===== config.mk =====
export PLATFORM = sky130hd
export DESIGN_NAME = operand_entry_fsm_flat
export DESIGN_NICKNAME = d
export VERILOG_FILES = /design/src/rtl/arith_pkg.sv /design/src/rtl/operand_entry_fsm_if.sv /design/src/rtl/hex_entry_reg.sv /design/src/rtl/operand_entry_fsm.sv /design/src/flat_wrapper.sv
export SDC_FILE = /design/constraint.sdc
export NUM_CORES = 1
export LEC_CHECK = 0
export ABC_CLOCK_PERIOD_IN_PS = 3800
export CORE_MARGIN = 8
export CORE_UTILIZATION = 52
export DETAILED_ROUTE_END_ITERATION = 12
export PLACE_DENSITY = 0.86
export SETUP_SLACK_MARGIN = 0.02
export SYNTH_ARGS = -nofsm -noshare
export SYNTH_HDL_FRONTEND = slang
export SYNTH_SLANG_ARGS = --single-unit

===== constraint.sdc =====
create_clock -name clk -period 3.8 [get_ports clk]
set_input_delay 0.76 -clock clk [delete_from_list [all_inputs] [get_ports clk]]
set_output_delay 0.76 -clock clk [all_outputs]
set_load 0.02 [all_outputs]

===== src/rtl/arith_pkg.sv =====
// rtl/arith_pkg.sv - key codes, FSM states and sizing shared by the operand entry block
package arith_pkg;

  localparam int OPERAND_W       = 12;
  localparam int MAX_DIGITS      = 3;
  localparam int COOLDOWN_CYCLES = 3;
  localparam int KEY_W           = 5;
  localparam int CNT_W           = $clog2(MAX_DIGITS + 1);
  localparam int CD_W            = $clog2(COOLDOWN_CYCLES + 1);

  localparam logic [KEY_W-1:0] KEY_ENTER     = 5'h10;
  localparam logic [KEY_W-1:0] KEY_FINISH    = 5'h11;
  localparam logic [KEY_W-1:0] KEY_BACKSPACE = 5'h12;

  typedef enum logic [1:0] {
    ENTER_A    = 2'd0,
    ENTER_B    = 2'd1,
    ENTER_NEXT = 2'd2
  } state_t;

  // Codes 0x00-0x0F are hex digits; everything with the top bit set is a command.
  function automatic logic is_digit(input logic [KEY_W-1:0] code);
    return code[KEY_W-1] == 1'b0;
  endfunction

endpackage


===== src/rtl/operand_entry_fsm_if.sv =====
// rtl/operand_entry_fsm_if.sv - keypad input and operand output bundle
interface operand_entry_fsm_if;
  import arith_pkg::*;

  logic                 key_valid;
  logic [KEY_W-1:0]     key_code;
  logic [OPERAND_W-1:0] num1_hex;
  logic [OPERAND_W-1:0] num2_hex;
  logic                 new_input;
  logic                 finish_input;
  logic [OPERAND_W-1:0] entry_value;
  logic [1:0]           phase;

  modport master (
    output key_valid, key_code,
    input  num1_hex, num2_hex, new_input, finish_input, entry_value, phase
  );

  modport slave (
    input  key_valid, key_code,
    output num1_hex, num2_hex, new_input, finish_input, entry_value, phase
  );

endinterface


===== src/rtl/hex_entry_reg.sv =====
// rtl/hex_entry_reg.sv - hex digit shift register with digit count and optional backspace
module hex_entry_reg
  import arith_pkg::*;
(
  input  logic                 clk,
  input  logic                 rst,
  input  logic                 load_i,
  input  logic [3:0]           digit_i,
  input  logic                 back_i,
  input  logic                 clear_i,
  output logic [OPERAND_W-1:0] entry_o,
  output logic [CNT_W-1:0]     count_o
);

  logic [OPERAND_W-1:0] entry_q, entry_d;
  logic [CNT_W-1:0]     count_q, count_d;

  // A clear always wins; a full register silently drops further digits.
  always_comb begin
    entry_d = entry_q;
    count_d = count_q;
    if (clear_i) begin
      entry_d = '0;
      count_d = '0;
    end else if (load_i && (count_q != CNT_W'(MAX_DIGITS))) begin
      entry_d = {entry_q[OPERAND_W-5:0], digit_i};
      count_d = count_q + CNT_W'(1);
    end else if (back_i && (count_q != '0)) begin
      entry_d = entry_q >> 4;
      count_d = count_q - CNT_W'(1);
    end
  end

  always_ff @(posedge clk) begin
    if (rst) begin
      entry_q <= '0;
      count_q <= '0;
    end else begin
      entry_q <= entry_d;
      count_q <= count_d;
    end
  end

  assign entry_o = entry_q;
  assign count_o = count_q;

endmodule


===== src/rtl/operand_entry_fsm.sv =====
// rtl/operand_entry_fsm.sv - keypad operand entry FSM feeding an accumulating adder
// Optional feature macro: BACKSPACE_EN (enables the 0x12 backspace key).
module operand_entry_fsm
  import arith_pkg::*;
(
  input  logic                clk,
  input  logic                rst,
  operand_entry_fsm_if.slave  bus
);

  state_t               state_q, state_d;
  logic [OPERAND_W-1:0] num1_q, num1_d;
  logic [OPERAND_W-1:0] num2_q, num2_d;
  logic                 new_input_q, new_input_d;
  logic                 finish_input_q, finish_input_d;
  logic [CD_W-1:0]      cooldown_q, cooldown_d;

  logic [OPERAND_W-1:0] entry;
  logic [CNT_W-1:0]     count;
  logic                 key_ok, dig_key, enter_key, commit, finish_key, back_key;

  // Keys arriving during the post-pulse cooldown are dropped, not deferred.
  assign key_ok     = bus.key_valid && (cooldown_q == '0);
  assign dig_key    = key_ok && is_digit(bus.key_code);
  assign enter_key  = key_ok && (bus.key_code == KEY_ENTER);
  assign commit     = enter_key && (count != '0);
  assign finish_key = key_ok && (bus.key_code == KEY_FINISH);
`ifdef BACKSPACE_EN
  assign back_key   = key_ok && (bus.key_code == KEY_BACKSPACE);
`else
  assign back_key   = 1'b0;
`endif

  hex_entry_reg u_entry (
    .clk     (clk),
    .rst     (rst),
    .load_i  (dig_key),
    .digit_i (bus.key_code[3:0]),
    .back_i  (back_key),
    .clear_i (commit || finish_key),
    .entry_o (entry),
    .count_o (count)
  );

  always_comb begin
    state_d        = state_q;
    num1_d         = num1_q;
    num2_d         = num2_q;
    new_input_d    = 1'b0;
    finish_input_d = 1'b0;
    cooldown_d     = (cooldown_q != '0) ? cooldown_q - CD_W'(1) : '0;
    if (commit) begin
      case (state_q)
        ENTER_A: begin
          num1_d  = entry;
          state_d = ENTER_B;
        end
        ENTER_B, ENTER_NEXT: begin
          num2_d      = entry;
          new_input_d = 1'b1;
          cooldown_d  = CD_W'(COOLDOWN_CYCLES);
          state_d     = ENTER_NEXT;
        end
        default: state_d = ENTER_A;
      endcase
    end else if (finish_key) begin
      num1_d  = '0;
      num2_d  = '0;
      state_d = ENTER_A;
      // Only a finished accumulation tells the adder; an abandoned pair is silent.
      if (state_q == ENTER_NEXT) begin
        finish_input_d = 1'b1;
        cooldown_d     = CD_W'(COOLDOWN_CYCLES);
      end
    end
  end

  always_ff @(posedge clk) begin
    if (rst) begin
      state_q        <= ENTER_A;
      num1_q         <= '0;
      num2_q         <= '0;
      new_input_q    <= 1'b0;
      finish_input_q <= 1'b0;
      cooldown_q     <= '0;
    end else begin
      state_q        <= state_d;
      num1_q         <= num1_d;
      num2_q         <= num2_d;
      new_input_q    <= new_input_d;
      finish_input_q <= finish_input_d;
      cooldown_q     <= cooldown_d;
    end
  end

  assign bus.num1_hex     = num1_q;
  assign bus.num2_hex     = num2_q;
  assign bus.new_input    = new_input_q;
  assign bus.finish_input = finish_input_q;
  assign bus.entry_value  = entry;
  assign bus.phase        = state_q;

endmodule


===== src/flat_wrapper.sv =====
// flat-port wrapper written by rule: the top's interface ports become plain ports
module operand_entry_fsm_flat import arith_pkg::*;
  (clk, rst, bus_key_valid, bus_key_code, bus_num1_hex, bus_num2_hex, bus_new_input, bus_finish_input, bus_entry_value, bus_phase);
  operand_entry_fsm_if bus_i ();
  input  logic clk;
  input  logic rst;
  input wire logic [$bits(bus_i.key_valid)-1:0] bus_key_valid;
  input wire logic [$bits(bus_i.key_code)-1:0] bus_key_code;
  output wire logic [$bits(bus_i.num1_hex)-1:0] bus_num1_hex;
  output wire logic [$bits(bus_i.num2_hex)-1:0] bus_num2_hex;
  output wire logic [$bits(bus_i.new_input)-1:0] bus_new_input;
  output wire logic [$bits(bus_i.finish_input)-1:0] bus_finish_input;
  output wire logic [$bits(bus_i.entry_value)-1:0] bus_entry_value;
  output wire logic [$bits(bus_i.phase)-1:0] bus_phase;
  assign bus_i.key_valid = bus_key_valid;
  assign bus_i.key_code = bus_key_code;
  assign bus_num1_hex = bus_i.num1_hex;
  assign bus_num2_hex = bus_i.num2_hex;
  assign bus_new_input = bus_i.new_input;
  assign bus_finish_input = bus_i.finish_input;
  assign bus_entry_value = bus_i.entry_value;
  assign bus_phase = bus_i.phase;
  operand_entry_fsm u_core (.clk(clk), .rst(rst), .bus(bus_i));
endmodule

# Word-level counts from Yosys, hierarchy flattened
# Cells that the tools add are included.
# word_totals
elab_cells	53
inputBits	8
mem_bits_rw	0
latchBits	0
romBits	0
reg_bits	44
mem_count	0
# classes
n_eq_ne	7
n_reduce_logical	18
add_sub_neg	2
n_lt_le_gt_ge	0
mul	0
n_mux	15
shift	0
bitwise_logic	3
n_div	0
# ops
operator	n
12-bit two-way mux	5
2-bit two-way mux	7
5-bit == test (second input constant)	2
1-bit logical AND	6
2-bit inequality test (second input constant)	3
2-bit nonzero test	3
2-bit OR reduction	3
2-bit zero test	2
2-bit case mux with 2 select lines	1
2-bit AND reduction	2
1-bit inverter	3
3-bit OR reduction	1
2-bit by 1-bit adder with 2-bit output (second input constant)	1
2-bit by 1-bit == test with 1-bit output (second input constant)	1
2-bit == test (second input constant)	1
1-bit two-way mux	2
2-bit by 1-bit subtractor with 2-bit output (second input constant)	1
1-bit logical OR	1

# Depth between registers and ports, before layout
# Gate-level depths: netlist of run 1.
# depth
ltp_word	6
depth_mapped	6

# By module
# Synthesis of run 1 repeated with hierarchy kept, for this count alone.
# unflattened
hier_cells	218
area_unflattened_um2	2054.5
# modules_own_cells
mod	area_per_inst_um2	instances	cells_each
operand_entry_fsm	1348.8	1	136
hex_entry_reg	705.7	1	82

# Least setup slack after synthesis of run 1
# OpenSTA, ideal clock, no wires.
# synth_timing
kind	input to register
startpoint	input port bus_key_code[1]
endpoint	register u_core.num1_q[11], in the netlist u_core.bus.num1_hex[11]
path_buffers	1
t_required_ps	3678
stages	4
setup_time_ps	122
slack_ps	1887
arrival_time_ps	1792
path_cell_list	or4b_4 > a211oi_2 > buf_6 > o21ai_0
# synth_via
elab_chain_len	5
elab_cells_between_ends	9
cone_classes	eq/ne (3); mux (1); reduce/logical (5)
# synth_rtl
element	line_no	rtl
from (decl)	flat_wrapper.sv:8	input wire logic [$bits(bus_i.key_code)-1:0] bus_key_code;
5-bit == test	operand_entry_fsm.sv:25	assign enter_key = key_ok && (bus.key_code == KEY_ENTER);
1-bit logical AND	operand_entry_fsm.sv:25	
1-bit logical AND	operand_entry_fsm.sv:26	assign commit = enter_key && (count != '0);
2-bit inequality test (no line) / 2-bit nonzero test (equally long branches)	-	
2-bit AND reduction (no line)	-	
to (signal assigned)	operand_entry_fsm.sv:88	num1_q <= num1_d;
to (decl)	operand_entry_fsm.sv:12	logic [OPERAND_W-1:0] num1_q, num1_d;
# Several ways; a longest one is shown, not always the timed one.
# A chain may end at the register's enable or synchronous reset.

# Worst setup path after layout of run 1
# layout_timing
startpoint	input port bus_key_valid
endpoint	register u_core.num1_q[9], in the netlist u_core.bus.num1_hex[9]
# layout_via
elab_chain_len	5
elab_cells_between_ends	8
cone_classes	eq/ne (1); mux (1); reduce/logical (6)
# layout_rtl
element	line_no	rtl
from (decl)	flat_wrapper.sv:7	input wire logic [$bits(bus_i.key_valid)-1:0] bus_key_valid;
1-bit logical AND (*)	operand_entry_fsm.sv:23	assign key_ok = bus.key_valid && (cooldown_q == '0);
1-bit logical AND	operand_entry_fsm.sv:25	
1-bit logical AND	operand_entry_fsm.sv:26	
2-bit inequality test (no line) / 2-bit nonzero test (equally long branches)	-	
2-bit AND reduction (no line)	-	
# Every way passes the cells marked *; elsewhere a longest branch is shown, timed or not.

==> out/qor.yml, run 1 <==
outcome: "completed"
postRouteAntennaNets: 0
path_clk_slew_ns: 0.12
syn2layout_area_growth_pct: 29.32
worstSkewPairLatency_ns: 0.36
startpoint_type: "input port"
die_width_um: 76.16
p_total_uw: 773.0
drc_errors: 0
reg2reg_depth: 5
antenna_cells: 0
regToRegStartpoint: "u_core.u_entry.count_o[0]$_SDFFE_PP0P_"
crit_fanout: 17
hold_viol: 0
synth_edf_count: 0
ys_ff_latch: 44
drt_first_pass_iters: 4
min-delay-start: "u_core.bus.num2_hex[6]$_SDFFE_PP0P_"
setup_tns_ns: 0
synth_area_leaders: "dfxtp_1 (47%), o21ai_0 (10%), nand2b_1 (9.0%), nand4_1 (8.0%), a21oi_1 (4.3%)"
clock_path_buffers: 2
crit_chain: "clkdlybuf4s50_1 > or3b_2 > a211oi_2 > o21ai_0"
holdPathStages: 2
power_leakage_nw: 0.7835
yosysSeqAreaShare_pct: 46.81
finalSetupViolCount: 0
power.density_mw_per_mm2: 317.6
rrSetupSlack_ns: 1.69
worst-path-buf-inv: 1
cts_tree: "built"
hp-class: "reg -> reg"
wl_met2_um: 2380
synth_top_area_cell: "dfxtp_1"
post_cts_buffers: 0
end_kind: "register"
numCtsBuffers: 5
routed_wl_um: 5027
grt_max_degree: 33
critPathMaxStageDelay_ns: 0.67
fin_util_pct: 68.01
clock.fmax_mhz: 393.0
post_cts_resized: 0
max_slew.worst_pin.slew_ns: 0.9191
final.fill_count: 309
hold_end: "u_core.bus.num2_hex[6]$_SDFFE_PP0P_"
dpl.hpwl_um: 3351
cts-root-buf: "clkbuf_4"
skew_ns: 0.006758
finalCritPeriodShare_pct: 66.96
yosys_most_used_dff: "dfxtp_1"
crit_required_ns: 4.02
cp_top_family: "compound AO/OA/AOI/OAI gates"
fin_hold_ws_ns: 0.4811
grt_pass1_wl_um: 8390
slew_headroom_pct: 38.54
vias: 1762
combPwrFrac_pct: 8.6
wire_per_inst_um: 16.76
drt_iter0_drc: 241
multiInputGateArea_um2: 914.6
synthArstFlopShare_pct: 0
grt_usage_pct: 17.64
finalNetCount: 263
synth_top_area_share_pct: 46.81
pin_count: 48
pwr-share-seq_pct: 60.9
netlist_top_cells_count: "dfxtp_1 (44), o21ai_0 (38), nand2b_1 (27)"
synth_cells: 211
vdd_drop_max_uv: 256.1
period_minus_slack_ns: 2.544
initial_core_util_pct: 52.59
syn_nets: 223
path_class: "in -> reg"
p_int_uw: 582.5
worst_r2r_endpoint: "u_core.bus.num1_hex[9]$_SDFFE_PP0P_"
antenna_found_initial: 0
slew_violations: 0
p_sw_share_pct: 24.64
die-area_mm2: 0.005800
grt_pass1_vias: 1694
vias_per_cell: 5.873
synth_cell_types: 29
crit_arrival_ns: 2.76
port_buffers: 47
top_layer: "met4"
drive_gt1_share_pct: 8.730
gp_congestion: 0.8641
slowest_stage: "a211oi_2"
die_h_um: 76.16
seqCellArea_um2: 880.8
switchingPower_uw: 190.5
routedLengthMet1_um: 2072
synth_most_common_cell: "dfxtp_1"
core.rowCount: 22
instances_no_fill: 300
cts.sinks: 44
place_inst: 292
postSynthAreaPerCell_um2: 8.919
wl_met3_um: 411
pwr-share-clk_pct: 30.5
gr-total-overflow: 0
maxCapViolCount: 0
core_area_mm2: 0.003578
cts.htree.levels: 2
holdBufCountCts: 0
rsz0062_at_grt: "no"
synth_area_mm2: 0.001882
yosysWarnings: 0
area by class of cell:
type,instances,share of cell area (%)
sequential,44,36.20
inverter,5,0.7712
timing repair buffer,51,20.57
clock buffer,8,2.416
multi-input combinational,144,37.58
tap,48,2.468
how the worst max path moves through the flow:
stage	endpoint	from	cells after the start	slack [ns]
floorplan	u_core.bus.num1_hex[11]$_SDFFE_PP0P_	bus_key_code[1]	4	1.89
global placement	u_core.bus.num1_hex[6]$_SDFFE_PP0P_	bus_key_code[1]	4	0.99
detailed placement	u_core.bus.num1_hex[9]$_SDFFE_PP0P_	bus_key_valid	4	0.89
CTS	u_core.bus.num1_hex[9]$_SDFFE_PP0P_	bus_key_valid	4	1.27
global route	u_core.bus.num1_hex[9]$_SDFFE_PP0P_	bus_key_valid	4	1.08
finish	u_core.bus.num1_hex[9]$_SDFFE_PP0P_	bus_key_valid	4	1.26
through the flow:
| step | setup WS (ns) | cell area [um^2] |
|---|---|---|
| finish | 1.256 | 2434 |
| global route | 1.076 | 2434 |
| global placement | 0.9854 | 2375 |
| floorplan | 1.887 | 1882 |
| CTS | 1.267 | 2434 |
| detailed placement | 0.8920 | 2375 |
tightest hold or removal path, stage by stage (launching register included):
cell and delay, ns:
dfxtp_1 0.33, nand2b_1 0.06, o21ai_0 0.06
per-layer routing:
layer | vias to the layer above | GRT usage, %
met1 | 831 | 21.10
met5 | - | 0
met2 | 80 | 26.82
li1 | 839 | -
met4 | 0 | 11.15
met3 | 12 | 5.425
sequential cells by signal, summed over array words and instances, names as in the netlist:
name                     count
u_core.bus.finish_input      1
u_core.bus.new_input         1
u_core.bus.num1_hex         12
u_core.bus.num2_hex         12
u_core.bus.phase             2
u_core.cooldown_q            2
u_core.u_entry.count_o       2
u_core.u_entry.entry_o      12
power groups by stage:
stage	logic, mW	registers [mW]	clock network (mW)
after global routing	0.0715	0.472	0.262
after floorplan	0.0377	0.482	0
final	0.0666	0.471	0.235
after CTS	0.0662	0.471	0.240
after detailed placement	0.0654	0.481	0
after global placement	0.0647	0.481	0
logic make-up after synthesis:
| kind of cell | synth area share (%) |
|---|---|
| AND/OR/NAND/NOR | 27.79 |
| buffers and inverters | 5.519 |
| flip-flops | 46.81 |
| AO/OA/AOI/OAI | 17.22 |
| adder cells (fa/ha/maj) | 2.660 |
cells in the final DEF (no fill, tap or decap), types with 2 or more instances in the layout:
cell / n
buf_4: 4
clkdlybuf4s50_1: 47
inv_1: 5
nor4b_2: 3
clkbuf_1: 2
clkbuf_4: 5
ha_1: 4
dfxtp_1: 44
a21oi_1: 16
a211oi_2: 2
o21ai_0: 38
nand2b_1: 27
nand4_1: 24
nand3_1: 15
No activity file was read; power rests on OpenSTA's default activity.
==> run 2, diff against run 1 <==
Settings changed: ABC_CLOCK_PERIOD_IN_PS 3800 to 2180, CORE_UTILIZATION 52 to 43, PLACE_DENSITY 0.86 to 0.76.
Clock period 3.8 ns to 2.18 ns, I/O delays scaled along.
==> run 2 against run 1 <==
- largest cell class unchanged
- clock power rose by 130%
- largest power group unchanged
- worst setup slack got worse by 0.94 ns
- sequential share of layout area fell by 2.1 points
==> out/qor.yml, run 2 (same netlist as run 1, synthesis figures left out) <==
outcome: "completed"
antenna_cells: 0  # unchanged
drive_gt1_share_pct: 13.58  # +4.9 points
pin_count: 48  # unchanged
rrSetupSlack_ns: 0.50  # -1.19 ns
hp-class: "reg -> reg"
regToRegStartpoint: "u_core.u_entry.count_o[0]$_SDFFE_PP0P_"
syn2layout_area_growth_pct: 37.17
maxCapViolCount: 0  # unchanged
worst_r2r_endpoint: "u_core.bus.num1_hex[5]$_SDFFE_PP0P_"
finalCritPeriodShare_pct: 85.38
core_area_mm2: 0.004294  # +20%
die_width_um: 82.16  # +7.9%
cp_top_family: "buffers and inverters"
combPwrFrac_pct: 8.9  # +0.3 points
drt_first_pass_iters: 4  # unchanged
vias_per_cell: 5.565  # -5.3%
wl_met3_um: 369  # -10%
crit_required_ns: 1.74  # -2.28 ns
die-area_mm2: 0.006749  # +16%
period_minus_slack_ns: 1.861
slew_violations: 0  # unchanged
wl_met2_um: 2314  # -2.8%
vias: 1764  # +0.11%
slew_headroom_pct: 74.24  # +36 points
critPathMaxStageDelay_ns: 0.66  # about the same
crit_arrival_ns: 1.43  # -1.33 ns
clock.fmax_mhz: 537.3
antenna_found_initial: 0  # unchanged
pwr-share-seq_pct: 54.5  # -6.4 points
path_clk_slew_ns: 0.09  # -0.03 ns
grt_pass1_vias: 1704  # +0.59%
gr-total-overflow: 0  # unchanged
numCtsBuffers: 5  # unchanged
max_slew.worst_pin.slew_ns: 0.3811  # -0.5380 ns
rsz0062_at_grt: "no"
power_leakage_nw: 0.8632  # +10%
post_cts_resized: 0  # unchanged
end_kind: "output port"
holdPathStages: 2  # unchanged
grt_max_degree: 33  # unchanged
path_class: "reg -> out"
hold_end: "u_core.bus.num2_hex[3]$_SDFFE_PP0P_"
postRouteAntennaNets: 0  # unchanged
cts_tree: "built"
min-delay-start: "u_core.bus.num2_hex[3]$_SDFFE_PP0P_"
cts-root-buf: "clkbuf_8"
post_cts_buffers: 0  # unchanged
holdBufCountCts: 0  # unchanged
startpoint_type: "register"
switchingPower_uw: 376.8  # +98%
core.rowCount: 24  # +9.1%
skew_ns: 0.009331  # +0.002573 ns
dpl.hpwl_um: 3508  # +4.7%
finalNetCount: 276  # +4.9%
top_layer: "met4"
routedLengthMet1_um: 2265  # +9.3%
grt_pass1_wl_um: 8259  # -1.6%
cts.htree.levels: 2  # unchanged
wire_per_inst_um: 15.92  # -5.0%
clock_path_buffers: 2  # unchanged
hold_viol: 0  # unchanged
vdd_drop_max_uv: 319.1  # +25%
finalSetupViolCount: 0  # unchanged
p_sw_share_pct: 25.06  # +0.42 points
crit_fanout: 5  # -12
die_h_um: 82.16  # +7.9%
routed_wl_um: 5048  # +0.42%
cts.sinks: 44  # unchanged
crit_chain: "clkdlybuf4s50_1"
p_total_mw: 1.504  # +95%
drc_errors: 0  # unchanged
power.density_mw_per_mm2: 582.5  # +83%
final_common_cell: "clkdlybuf4s50_1"
pwr-share-clk_pct: 36.6  # +6.1 points
layout_common_cells: "clkdlybuf4s50_1 (47), dfxtp_1 (44), o21ai_0 (38)"
slowest_stage: "clkdlybuf4s50_1"
grt_usage_pct: 15.69  # -2.0 points
p_int_mw: 1.127  # +93%
port_buffers: 47  # unchanged
drt_iter0_drc: 139  # -42%
worst-path-buf-inv: 1  # unchanged
reg2reg_depth: 6  # +1
gp_congestion: 0.8207  # -5.0%
initial_core_util_pct: 43.82  # -8.8 points
worstSkewPairLatency_ns: 0.31  # -0.05 ns
cp_num_cells: 1  # -3
setup_tns_ns: 0  # unchanged
run 2: how the worst max path moves through the flow:
stage	startpoint	to	slack [ns]
after floorplan	u_core.bus.phase[0]$_SDFFE_PP0P_	u_core.bus.num2_hex[10]$_SDFFE_PP0P_	0.48
after global placement	bus_key_code[1]	u_core.bus.num2_hex[0]$_SDFFE_PP0P_	0.11
after detailed placement	bus_key_code[1]	u_core.bus.num1_hex[5]$_SDFFE_PP0P_	0.07
after CTS	u_core.u_entry.entry_o[5]$_SDFFE_PP0P_	bus_entry_value[5]	0.32
after global routing	u_core.u_entry.entry_o[1]$_SDFFE_PP0P_	bus_entry_value[1]	0.27
final	u_core.u_entry.entry_o[5]$_SDFFE_PP0P_	bus_entry_value[5]	0.32
run 2: routing by layer:
metal,vias up,track usage (%)
li1,863,-
met3,9,2.814
met2,62,25.10
met1,830,19.39
met4,0,9.123
met5,-,0
run 2: final cells by class:
cell class	instances	area (um^2)
clock buffers	6	82.58
clock inverters	2	15.01
fillers	390	1713
inverters	5	18.77
multi-input cells	144	908.4
flip-flops and latches	44	880.8
well taps	52	65.06
repair buffers	64	610.6
run 2: power by group through the flow:
stage                     logic (mW)  registers (mW)  clock network (mW)
after global placement         0.131           0.838                   0
after CTS                      0.134           0.819               0.559
after detailed placement       0.133           0.838                   0
final                          0.134           0.819               0.550
after global routing           0.144           0.821               0.591
after floorplan               0.0657           0.841                   0
run 2: stage by stage:
stage               instance area [um^2]  setup slack (ns)  hold slack, ns  std cells  util (%)
finish                              2581            0.3188          0.4771        317     60.11
global placement                    2484            0.1111          0.4596        309     57.84
global route                        2581            0.2736          0.5031        317     60.11
detailed placement                  2484           0.07048          0.4659        309     57.84
floorplan                           1882            0.4770          0.4529        211         -
CTS                                 2581            0.3177          0.4818        317     60.11
==> run 3, diff against run 2 <==
Settings changed: ABC_AREA set to 0, ABC_CLOCK_PERIOD_IN_PS 2180 to not set, SLEW_MARGIN set to 10.
==> results of run 3 <==
No change in the layout: final DEF, timing and power equal those of run 2.
